==> src/rtl/atm_keypad_frontend.sv <==
// Customer-side ATM front end: card detect, PIN entry/compare, menu selection and amount entry.
// Optional inactivity abort is built when KEYPAD_TIMEOUT_EN is defined.
module atm_keypad_frontend #(
  parameter int unsigned MAX_AMOUNT = 9999
`ifdef KEYPAD_TIMEOUT_EN
  , parameter int unsigned TIMEOUT_CYCLES = 1000
`endif
) (
  input  logic        clk,
  input  logic        reset,
  input  logic        card_present,
  input  logic        key_valid,
  input  logic [3:0]  key_code,
  input  logic [15:0] stored_pin,
  input  logic        exceed_balance,
  output logic        card_inserted,
  output logic        pin_entered,
  output logic        pin_correct,
  output logic [1:0]  transaction_choice,
  output logic [15:0] amount,
  output logic        key_error,
  output logic        timeout,
  output logic [2:0]  fe_state
);

  typedef enum logic [2:0] {
    S_IDLE   = 3'd0,
    S_PIN    = 3'd1,
    S_MENU   = 3'd2,
    S_AMOUNT = 3'd3,
    S_HOLD   = 3'd4
  } state_t;

  localparam logic [3:0] KEY_ENTER    = 4'hA;
  localparam logic [3:0] KEY_CANCEL   = 4'hB;
  localparam logic [3:0] KEY_BALANCE  = 4'hC;
  localparam logic [3:0] KEY_WITHDRAW = 4'hD;

  localparam logic [1:0] CH_NONE     = 2'b00;
  localparam logic [1:0] CH_BALANCE  = 2'b01;
  localparam logic [1:0] CH_WITHDRAW = 2'b10;
  localparam logic [1:0] CH_CANCEL   = 2'b11;

  state_t      state_q, state_d;
  logic [15:0] pin_buf_q, pin_buf_d;
  logic [2:0]  pin_cnt_q, pin_cnt_d;
  logic [15:0] acc_q, acc_d;
  logic        card_low_q, card_low_d;
  logic        card_inserted_q, card_inserted_d;
  logic        pin_entered_q, pin_entered_d;
  logic        pin_correct_q, pin_correct_d;
  logic [1:0]  choice_q, choice_d;
  logic [15:0] amount_q, amount_d;
  logic        key_error_q, key_error_d;
  logic        timeout_q, timeout_d;

  logic        is_digit;
  logic [19:0] acc_ext;
  logic        acc_ok;

  assign is_digit = (key_code <= 4'd9);
  assign acc_ext  = 20'(acc_q) * 20'd10 + 20'(key_code);
  assign acc_ok   = (acc_ext <= 20'(MAX_AMOUNT));

`ifdef KEYPAD_TIMEOUT_EN
  localparam int unsigned TMO_W = $clog2(TIMEOUT_CYCLES + 1);
  logic [TMO_W-1:0] tmo_cnt_q, tmo_cnt_d;
  logic             tmo_active;
  assign tmo_active = (state_q == S_PIN) || (state_q == S_MENU) || (state_q == S_AMOUNT);
`endif

  // State and output registers
  always_ff @(posedge clk or posedge reset) begin
    if (reset) begin
      state_q         <= S_IDLE;
      pin_buf_q       <= '0;
      pin_cnt_q       <= '0;
      acc_q           <= '0;
      card_low_q      <= 1'b0;
      card_inserted_q <= 1'b0;
      pin_entered_q   <= 1'b0;
      pin_correct_q   <= 1'b0;
      choice_q        <= CH_NONE;
      amount_q        <= '0;
      key_error_q     <= 1'b0;
      timeout_q       <= 1'b0;
    end else begin
      state_q         <= state_d;
      pin_buf_q       <= pin_buf_d;
      pin_cnt_q       <= pin_cnt_d;
      acc_q           <= acc_d;
      card_low_q      <= card_low_d;
      card_inserted_q <= card_inserted_d;
      pin_entered_q   <= pin_entered_d;
      pin_correct_q   <= pin_correct_d;
      choice_q        <= choice_d;
      amount_q        <= amount_d;
      key_error_q     <= key_error_d;
      timeout_q       <= timeout_d;
    end
  end

`ifdef KEYPAD_TIMEOUT_EN
  always_ff @(posedge clk or posedge reset) begin
    if (reset) tmo_cnt_q <= '0;
    else       tmo_cnt_q <= tmo_cnt_d;
  end
`endif

  // Next-state and output decode; card removal overrides everything else
  always_comb begin
    state_d         = state_q;
    pin_buf_d       = pin_buf_q;
    pin_cnt_d       = pin_cnt_q;
    acc_d           = acc_q;
    card_low_d      = ~card_present;
    card_inserted_d = 1'b0;
    pin_entered_d   = 1'b0;
    pin_correct_d   = pin_correct_q;
    choice_d        = choice_q;
    amount_d        = amount_q;
    key_error_d     = 1'b0;
    timeout_d       = 1'b0;

    if ((state_q != S_IDLE) && !card_present) begin
      state_d       = S_IDLE;
      pin_buf_d     = '0;
      pin_cnt_d     = '0;
      acc_d         = '0;
      pin_correct_d = 1'b0;
      choice_d      = CH_NONE;
      amount_d      = '0;
    end else begin
      case (state_q)
        S_IDLE: begin
          // card_low_q starts at 0 so a card present through reset is not re-detected
          if (card_present && card_low_q) begin
            card_inserted_d = 1'b1;
            pin_buf_d       = '0;
            pin_cnt_d       = '0;
            acc_d           = '0;
            state_d         = S_PIN;
          end
        end
        S_PIN: begin
          if (key_valid) begin
            if (is_digit) begin
              if (pin_cnt_q == 3'd4) begin
                key_error_d = 1'b1;
              end else begin
                pin_buf_d = {pin_buf_q[11:0], key_code};
                pin_cnt_d = pin_cnt_q + 3'd1;
              end
            end else if (key_code == KEY_ENTER) begin
              pin_buf_d = '0;
              pin_cnt_d = '0;
              if (pin_cnt_q == 3'd4) begin
                pin_entered_d = 1'b1;
                pin_correct_d = (pin_buf_q == stored_pin);
                if (pin_buf_q == stored_pin) state_d = S_MENU;
              end else begin
                key_error_d = 1'b1;
              end
            end else if (key_code == KEY_CANCEL) begin
              choice_d = CH_CANCEL;
              state_d  = S_HOLD;
            end
          end
        end
        S_MENU: begin
          if (key_valid) begin
            if (is_digit || (key_code == KEY_ENTER)) begin
              key_error_d = 1'b1;
            end else if (key_code == KEY_BALANCE) begin
              choice_d = CH_BALANCE;
              state_d  = S_HOLD;
            end else if (key_code == KEY_WITHDRAW) begin
              acc_d   = '0;
              state_d = S_AMOUNT;
            end else if (key_code == KEY_CANCEL) begin
              choice_d = CH_CANCEL;
              state_d  = S_HOLD;
            end
          end
        end
        S_AMOUNT: begin
          if (key_valid) begin
            if (is_digit) begin
              if (acc_ok) acc_d = acc_ext[15:0];
              else        key_error_d = 1'b1;
            end else if (key_code == KEY_ENTER) begin
              if (acc_q == '0) begin
                key_error_d = 1'b1;
              end else begin
                amount_d = acc_q;
                choice_d = CH_WITHDRAW;
                state_d  = S_HOLD;
              end
            end else if (key_code == KEY_CANCEL) begin
              choice_d = CH_CANCEL;
              state_d  = S_HOLD;
            end
          end
        end
        S_HOLD: begin
          if (exceed_balance && (choice_q == CH_WITHDRAW)) begin
            choice_d = CH_NONE;
            acc_d    = '0;
            state_d  = S_AMOUNT;
          end
        end
        default: state_d = S_IDLE;
      endcase

`ifdef KEYPAD_TIMEOUT_EN
      if (tmo_active && !key_valid && (tmo_cnt_q == TMO_W'(TIMEOUT_CYCLES - 1))) begin
        timeout_d = 1'b1;
        choice_d  = CH_CANCEL;
        state_d   = S_HOLD;
      end
`endif
    end
  end

`ifdef KEYPAD_TIMEOUT_EN
  // Inactivity counter restarts on any key or state change
  always_comb begin
    tmo_cnt_d = tmo_cnt_q + TMO_W'(1);
    if (!tmo_active || key_valid || (state_d != state_q)) tmo_cnt_d = '0;
  end
`endif

  assign card_inserted      = card_inserted_q;
  assign pin_entered        = pin_entered_q;
  assign pin_correct        = pin_correct_q;
  assign transaction_choice = choice_q;
  assign amount             = amount_q;
  assign key_error          = key_error_q;
  assign timeout            = timeout_q;
  assign fe_state           = state_q;

endmodule
==> config.mk <==
export PLATFORM = sky130hd
export DESIGN_NAME = atm_keypad_frontend
export DESIGN_NICKNAME = d
export VERILOG_FILES = /design/src/rtl/atm_keypad_frontend.sv
export SDC_FILE = /design/constraint.sdc
export NUM_CORES = 1
export LEC_CHECK = 0
export ABC_AREA = 1
export ABC_CLOCK_PERIOD_IN_PS = 4510
export CAP_MARGIN = 20
export CORE_MARGIN = 1
export CORE_UTILIZATION = 55
export DETAILED_ROUTE_END_ITERATION = 7
export GPL_TIMING_DRIVEN = 0
export HOLD_SLACK_MARGIN = 0.08
export PLACE_DENSITY = 0.78
export SLEW_MARGIN = 20
export SYNTH_ARGS = -nofsm -noshare
export SYNTH_HDL_FRONTEND = slang
export SYNTH_SLANG_ARGS = --single-unit
==> constraint.sdc <==
create_clock -name clk -period 4.51 [get_ports clk]
set_input_delay 1.353 -clock clk [delete_from_list [all_inputs] [get_ports clk]]
set_output_delay 1.353 -clock clk [all_outputs]
set_load 0.05 [all_outputs]
Word level (Yosys, flattened, before mapping)
Cells that the tools add are included.
{ "totals": {"regBits": 61, "input_bits": 25, "output_inout_bits": 26, "word_cells": 162} }
{ "classes": {"addsub": 2, "multipliers": 1, "n_lt_le_gt_ge": 2, "n_eq_ne": 32, "muxes": 91, "bitwise_logic": 1, "reduce_logical": 22} }
{ "ops": {"columns": ["op", "count"], "rows": [
  ["16-bit 2-to-1 mux", 21],
  ["3-bit 2-to-1 mux", 23],
  ["16-bit one-hot mux with 4 select lines", 1],
  ["3-bit inequality test, second input constant", 13],
  ["16-bit one-hot mux with 2 select lines", 1],
  ["2-bit 2-to-1 mux", 14],
  ["1-bit 2-to-1 mux", 27],
  ["4-bit inequality test, second input constant", 6],
  ["11-bit AND reduction", 2],
  ["20-bit by 4-bit adder with 20-bit output", 1],
  ["20-bit by 14-bit <= comparator with 1-bit output, second input constant", 1],
  ["16-bit by 3-bit multiplier with 19-bit output, second input constant", 1],
  ["16-bit == test", 1],
  ["4-bit == test, second input constant", 4],
  ["16-bit zero test", 1],
  ["3-bit one-hot mux with 5 select lines", 1],
  ["5-bit AND reduction", 3],
  ["10-bit AND reduction", 1],
  ["2-bit nonzero test", 5],
  ["5-bit nonzero test", 2],
  ["2-bit one-hot mux with 4 select lines", 1],
  ["3-bit by 2-bit == test with 1-bit output, second input constant", 2],
  ["3-bit == test, second input constant", 2],
  ["3-bit one-hot mux with 2 select lines", 1],
  ["other kinds (13)", 16]
]} }

Longest topological paths before layout
Gate-level depths: netlist of run 1.
{ "logic_depth": {"depth_word": 8, "mapped_depth": 24, "mapped_depth_nobuf": 22} }

Worst setup path before layout of run 1
OpenSTA, ideal clock, no wires.
{ "synth_timing": {"path_kind": "in2reg", "from": "input port key_code[1]", "to": "register acc_q[1]", "setup_time_ns": 0.117, "arrival_time_ns": 3.399, "t_required_ns": 4.393, "slack_ns": 0.994, "stages": 20, "path_buffers": 1, "cell_sequence": "ha_1 -> fa_1 -> nand2_1 -> a21oi_1 -> nand2_1 -> nor2_2 -> nand3_2 -> inv_1 -> nand2_1 -> nor2_2 -> nand2_1 -> nand2_1 -> nand3_1 -> nor2_1 -> nand3_2 -> o21bai_4 -> nand2_4 -> buf_6 -> nand2_1 -> nand2_1"} }
{ "synth_via": {"elab_chain_len": 6, "word_cells_on_any_way": 18, "classes_between": "add/sub (1); order compare (2); eq/ne (8); mux (5); reduce/logical (2)"} }
{ "synth_lines": {"columns": ["element", "line_no", "source"], "rows": [
  ["start: declaration", "13", "input logic [3:0] key_code,"],
  ["branches (longest 6 deep; another with 20-bit by 4-bit adder with 20-bit output)", null, null],
  ["end signal: assignment", "78", "acc_q <= '0;"],
  ["end signal: assignment", "91", "acc_q <= acc_d;"],
  ["end: declaration", "47", "logic [15:0] acc_q, acc_d;"]
]} }
Several ways; the timed one is not identified. The select of a mux whose other input is x is not followed.
A chain may end at the register's enable or synchronous reset.

Final worst setup path of run 1
Ends and elaborated chain as after synthesis.

==> impl_results.md, run 1 <==
* Status: complete, no violations
* Average size of a mapped cell at 6.709 um^2
* Fin Clk Skew at 0.01068 ns
* Total gr overflow at 0
* Die area at 9200 um^2
* Post-route DRC at 0
* Chip Width at 95.92 um
* Rows at 33
* Largest net degree at the start of global routing at 62
* Post-Syn Nets at 783
* Max-cap viol count at 0
* CTS tree: done
* Hold slack at 0.4920 ns
* Pre-CTS setup slack at -0.01096 ns
* Global-route usage over all layers at 0.3030
* Max incr delay on CP at 0.56 ns
* Buffer count from post-CTS setup fixing at 0
* Post-synth EDFFs at 0
* Placed Cells at 877
* Relative slew slack at 0.5178
* Total wire length at 13,000 um
* Clock Sinks at 61
* Final HPWL from detailed placement at 10,120 um
* Setup crit end kind: flop
* Met2 WL post-DR at 6041 um
* FF-to-FF setup slack at 0.68 ns
* Crit-path slowest cell: clkdlybuf4s50_1
* Initial Util at 0.5787
* CP startpoint kind: input pin
* P_leak at 2.958 nW
* GPL Wtd Cong at 0.9225
* Distinct cell type count after synthesis at 37
* DRT antenna net count at 0
* CTS Buf Count at 9
* Initial antenna violation count at 0
* Routed met1 length at 5887 um
* Die Y at 95.92 um
* Fmax at 237.8 MHz
* Max-slew violations at 0
* Crit path from: key_code[1]
* Power Density at 381.0 nW/um^2
* First-pass GRT wire length at 21,370 um
* DRT Pass-1 Iters at 5
* Synthesis-stage register bit count at 61
* Fin crit period at 4.205 ns
* NumNets Final at 843
* Clock latency on the worst-skew pair at 0.35 ns
* Core Footprint at 8382 um^2
* Reg clk slew, reported paths at 0.07 ns
* Family with the most delay on the worst path: simple AND/OR/NAND/NOR gates
* Sequential area share after synthesis at 0.3147
* Final instance area at 5748 um^2
* Worst Path Buf+Inv at 3
* Finished Layout Cells at 893
* Hold Crit Class: reg -> reg
* Clock Tree Buf Depth at 2
* Mapped Area at 4851 um^2
* Routed via count at 4,959
* Share of layout cells above drive strength 1 at 0.05203
* Area of the multi-input gates at 2814 um^2
* Final hold violation count at 0
* Drt via density at 5.553
* Area grow syn2layout at 18.49%
* Cell mode on critical path: nand2_1
* Met3 Wirelength at 888 um
* Synth warn at 0
* Vias in the first global route at 4,691
* Worst EP required at 4.74 ns
* Wirelength per Cell at 14.56 um
* DR top layer: met4
* Worst r2r src: acc_q[1]
* Final WS setup at 0.3052 ns
* Iteration-0 DRC Markers at 262
* Worst slew pin tran at 0.7206 ns
* Beginning of the worst hold path: pin_correct
* Crit Path Max Fanout at 10
* Peak supply drop at 284.0 uV
* Synth Flop Type: dfrtp_1
* Register area at 1526 um^2
* CP Class: in -> reg
* Port Buffers at 49
* Htree depth at 3
* Final period utilization at 0.9323
* Worst path cell trace: clkdlybuf4s50_1 -> ha_1 -> fa_1 -> nand2_1 -> a21oi_1 -> nand2_1 -> nor2_2 -> nand3_2 -> inv_1 -> nand2_1 -> nor2_2 -> nand2_1 -> nand2_1 -> nand3_1 -> nor2_1 -> nand3_2 -> o21bai_4 -> nand2_4 -> buf_6 -> nand2_1 -> nand2_1
* Filler Cell Count at 706
* Placed cell areas at 5475 um^2
* Synth Instances at 723
* CTS Root Cell: clkbuf_8
* Final setup vio count at 0
* RSZ-0062 raised after global routing: no
* Diode count at 0
* I/O pin cnt at 51
* CP arrival at 4.43 ns
* Post-synth ARST share at 1.000
cell type report:
| type | count | share of cell area |
|---|---|---|
| Multi-Input combinational cell | 531 | 0.4896 |
| Sequential cell | 61 | 0.2656 |
| Timing Repair Buffer | 49 | 0.08533 |
| Inverter | 119 | 0.07815 |
| Clock inverter | 7 | 0.02547 |
| Tap cell | 105 | 0.02286 |
| Clock buffer | 9 | 0.02155 |
| Buffer | 12 | 0.01154 |
worst register-to-register path: cells and delay by family, from the launching register on:
kind	cells	cell delay [ns]
fa+ha+maj	3	1.20
simple gates	15	1.53
flops	1	0.48
buf+inv	2	0.23
compound gates	1	0.28
cell families (layout without fill, tap and decap cells):
kind of cell,count (synthesis),count (layout),share of synthesized area
simple gates,396,396,0.3554
buf+inv,131,196,0.1058
compound gates,82,82,0.09776
flops,61,61,0.3147
fa+ha+maj,35,35,0.09337
xor+xnor,17,17,0.03224
other cells,1,1,0.0007731
cells in the mapped netlist (all sizes together) (2+ instances only):
| library cell | n | area (um^2) |
|---|---|---|
| nand2 | 197 | 759.5 |
| inv | 119 | 446.7 |
| nor2 | 89 | 344.1 |
| nand3 | 69 | 365.4 |
| dfrtp | 61 | 1526 |
| ha | 33 | 412.9 |
| o21ai | 30 | 150.1 |
| nand4 | 25 | 156.4 |
| a21oi | 23 | 115.1 |
| o22ai | 16 | 100.1 |
| xor2 | 16 | 147.7 |
| nor4 | 8 | 50.05 |
| clkbuf | 7 | 26.28 |
| buf | 5 | 40.04 |
| nor3 | 4 | 20.02 |
| a211oi | 3 | 22.52 |
| nand3b | 3 | 22.52 |
| o21bai | 3 | 33.78 |
| a31oi | 2 | 12.51 |
| fa | 2 | 40.04 |
routing by layer:
| metal | up-vias | GRT usage |
|---|---|---|
| met3 | 17 | 0.05766 |
| met5 | - | 0 |
| li1 | 2465 | - |
| met2 | 165 | 0.5065 |
| met4 | 0 | 0.08706 |
| met1 | 2312 | 0.3992 |
timing repair:
item,in CTS,in global routing
setup endpoints to repair,0,8
resized for setup,0,1
hold buffers,0,0
power by group:
group,switching [mW],total (mW),internal [mW]
logic,0.612,0.877,0.265
clock network,0.238,0.665,0.427
registers,0.0434,0.648,0.605
placed cells by master, fill, tap and decap left out, drive strengths merged, types with 2 or more instances in the layout:
cell,synthesis,final
nand2,197,197
inv,119,120
nor2,89,89
nand3,69,69
dfrtp,61,61
clkdlybuf4s50,0,49
ha,33,33
o21ai,30,30
nand4,25,25
a21oi,23,23
o22ai,16,16
xor2,16,16
clkbuf,7,16
nor4,8,8
buf,5,5
nor3,4,4
bufinv,0,4
a211oi,3,3
nand3b,3,3
o21bai,3,3
a31oi,2,2
fa,2,2
clkinv,0,2
flip-flops by register name, indices dropped and copies added, names as in the netlist:
name	cells
acc_q	16
amount	16
pin_buf_q	16
fe_state	3
pin_cnt_q	3
transaction_choice	2
card_inserted	1
card_low_q	1
key_error	1
pin_correct	1
pin_entered	1
through the flow:
| step | total power, mW | TNS [ns] | utilization |
|---|---|---|---|
| final | 2.190 | 0 | 0.6858 |
| after global routing | 2.321 | 0 | 0.6858 |
| after global placement | 1.497 | 0 | 0.6529 |
| after CTS | 2.183 | 0 | 0.6855 |
| after floorplan | 1.275 | 0 | - |
| after detailed placement | 1.513 | -0.02073 | 0.6532 |
worst paths after layout:
check                              end  cells after the start
setup / recovery              acc_q[1]                     21
hold / removal             pin_correct                      2
setup reg to reg              acc_q[1]                     21
hold reg to reg            pin_correct                      2
max in group asynchronous    key_error                      2
min in group asynchronous    amount[0]                      2
Power figures use the tool's default switching activity.
==> run 2, diff against run 1 <==
Settings changed: CORE_MARGIN 1 to 2.
==> run 2 against run 1 <==
  * Maximum frequency down 0.79%
  * Hold slack better by 0.0033 ns
  * Combinational power down 0.9%
  * Sequential share of layout area up 0.16 points
  * Via count down 1.3%
  * Die area up 4.2%
  * Utilization down 2.4 points
  * Clock skew up 0.0021 ns
  * Sequential power about the same
  * Global-route usage down 3.4 points
  * Sequential cell count unchanged
  * Critical endpoint is now acc_q[6]
  * Largest power group unchanged
  * Highest routed layer unchanged
==> impl_results.md, run 2 (same netlist as run 1, synthesis figures left out) <==
* Reg2reg path depth at 21
* Pre-CTS setup slack at -0.01549 ns
* Port Buffers at 49
* Clock power frac at 0.259
* CP startpoint kind: input pin
* Buffer count from post-CTS setup fixing at 0
* I/O pin cnt at 51
* Fmax at 235.9 MHz
* DRT Pass-1 Iters at 5
* Htree depth at 3
* DRT antenna net count at 0
* Family with the most delay on the worst path: simple AND/OR/NAND/NOR gates
* NetSw at 0.8693 mW
* Worst EP required at 4.73 ns
* Reg clk slew, reported paths at 0.07 ns
* Filler Cell Count at 790
* Die area at 9587 um^2
* Diode count at 0
* Final hold violation count at 0
* Peak supply drop at 189.4 uV
* Max-slew violations at 0
* Chip Width at 97.92 um
* Worst path cell trace: clkdlybuf4s50_1 -> ha_1 -> nand2_1 -> nor2_1 -> nand2_1 -> nand2_1 -> nand3_1 -> nor2_1 -> nand2_1 -> nor2_1 -> nand2_1 -> nand2_1 -> nand2_1 -> nor2_1 -> nand3_2 -> o21bai_4 -> nand2_4 -> buf_6 -> nand2_1 -> nand2_1
* Seq pwr share at 0.317
* CTS Root Cell: clkbuf_8
* Rows at 34
* Max incr delay on CP at 0.54 ns
* Crit path depth at 20
* Crit Path Max Fanout at 10
* Layout Utilization at 0.6617
* Worst Path Buf+Inv at 2
* Status: complete, no violations
* CTS tree: done
* Vias in the first global route at 4,747
* Area grow syn2layout at 17.80%
* Core Footprint at 8636 um^2
* Die Y at 97.92 um
* Crit-path slowest cell: clkdlybuf4s50_1
* Final period utilization at 0.9398
* Clock latency on the worst-skew pair at 0.33 ns
* Commonest cells after routing, fill and taps aside: nand2_1, inv_1, nor2_1
* NumNets Final at 844
* RSZ-0062 raised after global routing: no
* Clock Tree Buf Depth at 2
* Post-route DRC at 0
* Clock Sinks at 61
* Worst slew pin tran at 0.6796 ns
* CP Class: in -> reg
* Total gr overflow at 0
* Global-route usage over all layers at 0.2693
* Wirelength per Cell at 13.84 um
* Gate power share at 0.424
* Sw Share at 0.4245
* Setup crit end kind: flop
* First-pass GRT wire length at 21,480 um
* CP arrival at 4.46 ns
* Initial Util at 0.5617
* Routed via count at 4,896
* Hold Crit Class: reg -> reg
* Final HPWL from detailed placement at 9980 um
* Internal power at 1.179 mW
* GPL Wtd Cong at 0.9708
* P_leak at 2.935 nW
* Max-cap viol count at 0
* Final WS setup at 0.2716 ns
* Drt via density at 5.464
* Total wire length at 12,400 um
* Share of layout cells above drive strength 1 at 0.05203
* Power Density at 358.4 nW/um^2
* Largest net degree at the start of global routing at 43
* Hold path depth at 2
* Fin Clk Skew at 0.01278 ns
* Fin crit period at 4.238 ns
* CTS Buf Count at 9
* Final setup vio count at 0
* Cell mode on critical path: nand2_1
* Initial antenna violation count at 0
* Iteration-0 DRC Markers at 245
* Relative slew slack at 0.5453
* Most common cell after layout, fill and taps aside: nand2_1
## run 2: routing by layer
layer	wire length, um	vias to the layer above	GRT usage
li1	-	2468	-
met1	5806	2260	0.3768
met2	5703	141	0.4331
met3	634	27	0.04295
met4	260	0	0.08013
met5	0	-	0
## run 2: worst paths after layout
path / start / to / slack [ns]
max: key_code[3] / acc_q[6] / 0.27
min: pin_correct / pin_correct / 0.50
max reg2reg: acc_q[1] / acc_q[6] / 0.65
min reg2reg: pin_correct / pin_correct / 0.50
max in group asynchronous: reset / acc_q[14] / 2.69
min in group asynchronous: reset / amount[2] / 1.31
## run 2: stage by stage
stage	power, mW	TNS [ns]	hold WS (ns)	cell area, um^2	cells
final	2.048	0	0.4953	5714	896
after global routing	2.188	0	0.5290	5714	896
after CTS	2.046	0	0.4921	5712	896
after detailed placement	1.513	-0.02252	0.4749	5499	881
after global placement	1.488	0	0.4787	5477	880
after floorplan	1.275	0	0.4722	4851	723
## run 2: timing repair
| action | 4_1_cts | 5_1_grt |
|---|---|---|
| gates resized for setup | 0 | 1 |
| endpoints found under the setup margin | 0 | 2 |
| hold buffers | 0 | 0 |
## run 2: layout make-up
type / count / area [um^2] / area share
buffer: 12 / 66.31 / 0.01160
clock buffer: 9 / 123.9 / 0.02168
clock inverter: 6 / 88.84 / 0.01555
inverter: 119 / 449.2 / 0.07861
multi-input combinational: 531 / 2814 / 0.4924
sequential: 61 / 1526 / 0.2671
tap: 108 / 135.1 / 0.02365
timing repair buffer: 50 / 510.5 / 0.08934
## run 2: power by group through the flow
stage	Clock [mW]	Combinational (mW)	Sequential (mW)
6_report	0.530	0.869	0.649
5_1_grt	0.560	0.972	0.656
4_1_cts	0.540	0.856	0.649
3_5_place_dp	0	0.853	0.660
3_3_place_gp	0	0.830	0.658
2_1_floorplan	0	0.552	0.723
## run 2: worst register-to-register path: cells and delay by family (launching register included)
| family | cells | cell delay [ns] |
|---|---|---|
| AO/OA/AOI/OAI | 1 | 0.28 |
| AND/OR/NAND/NOR | 16 | 1.65 |
| adder cells (fa/ha/maj) | 3 | 1.20 |
| flip-flops | 1 | 0.47 |
| buffers and inverters | 1 | 0.18 |
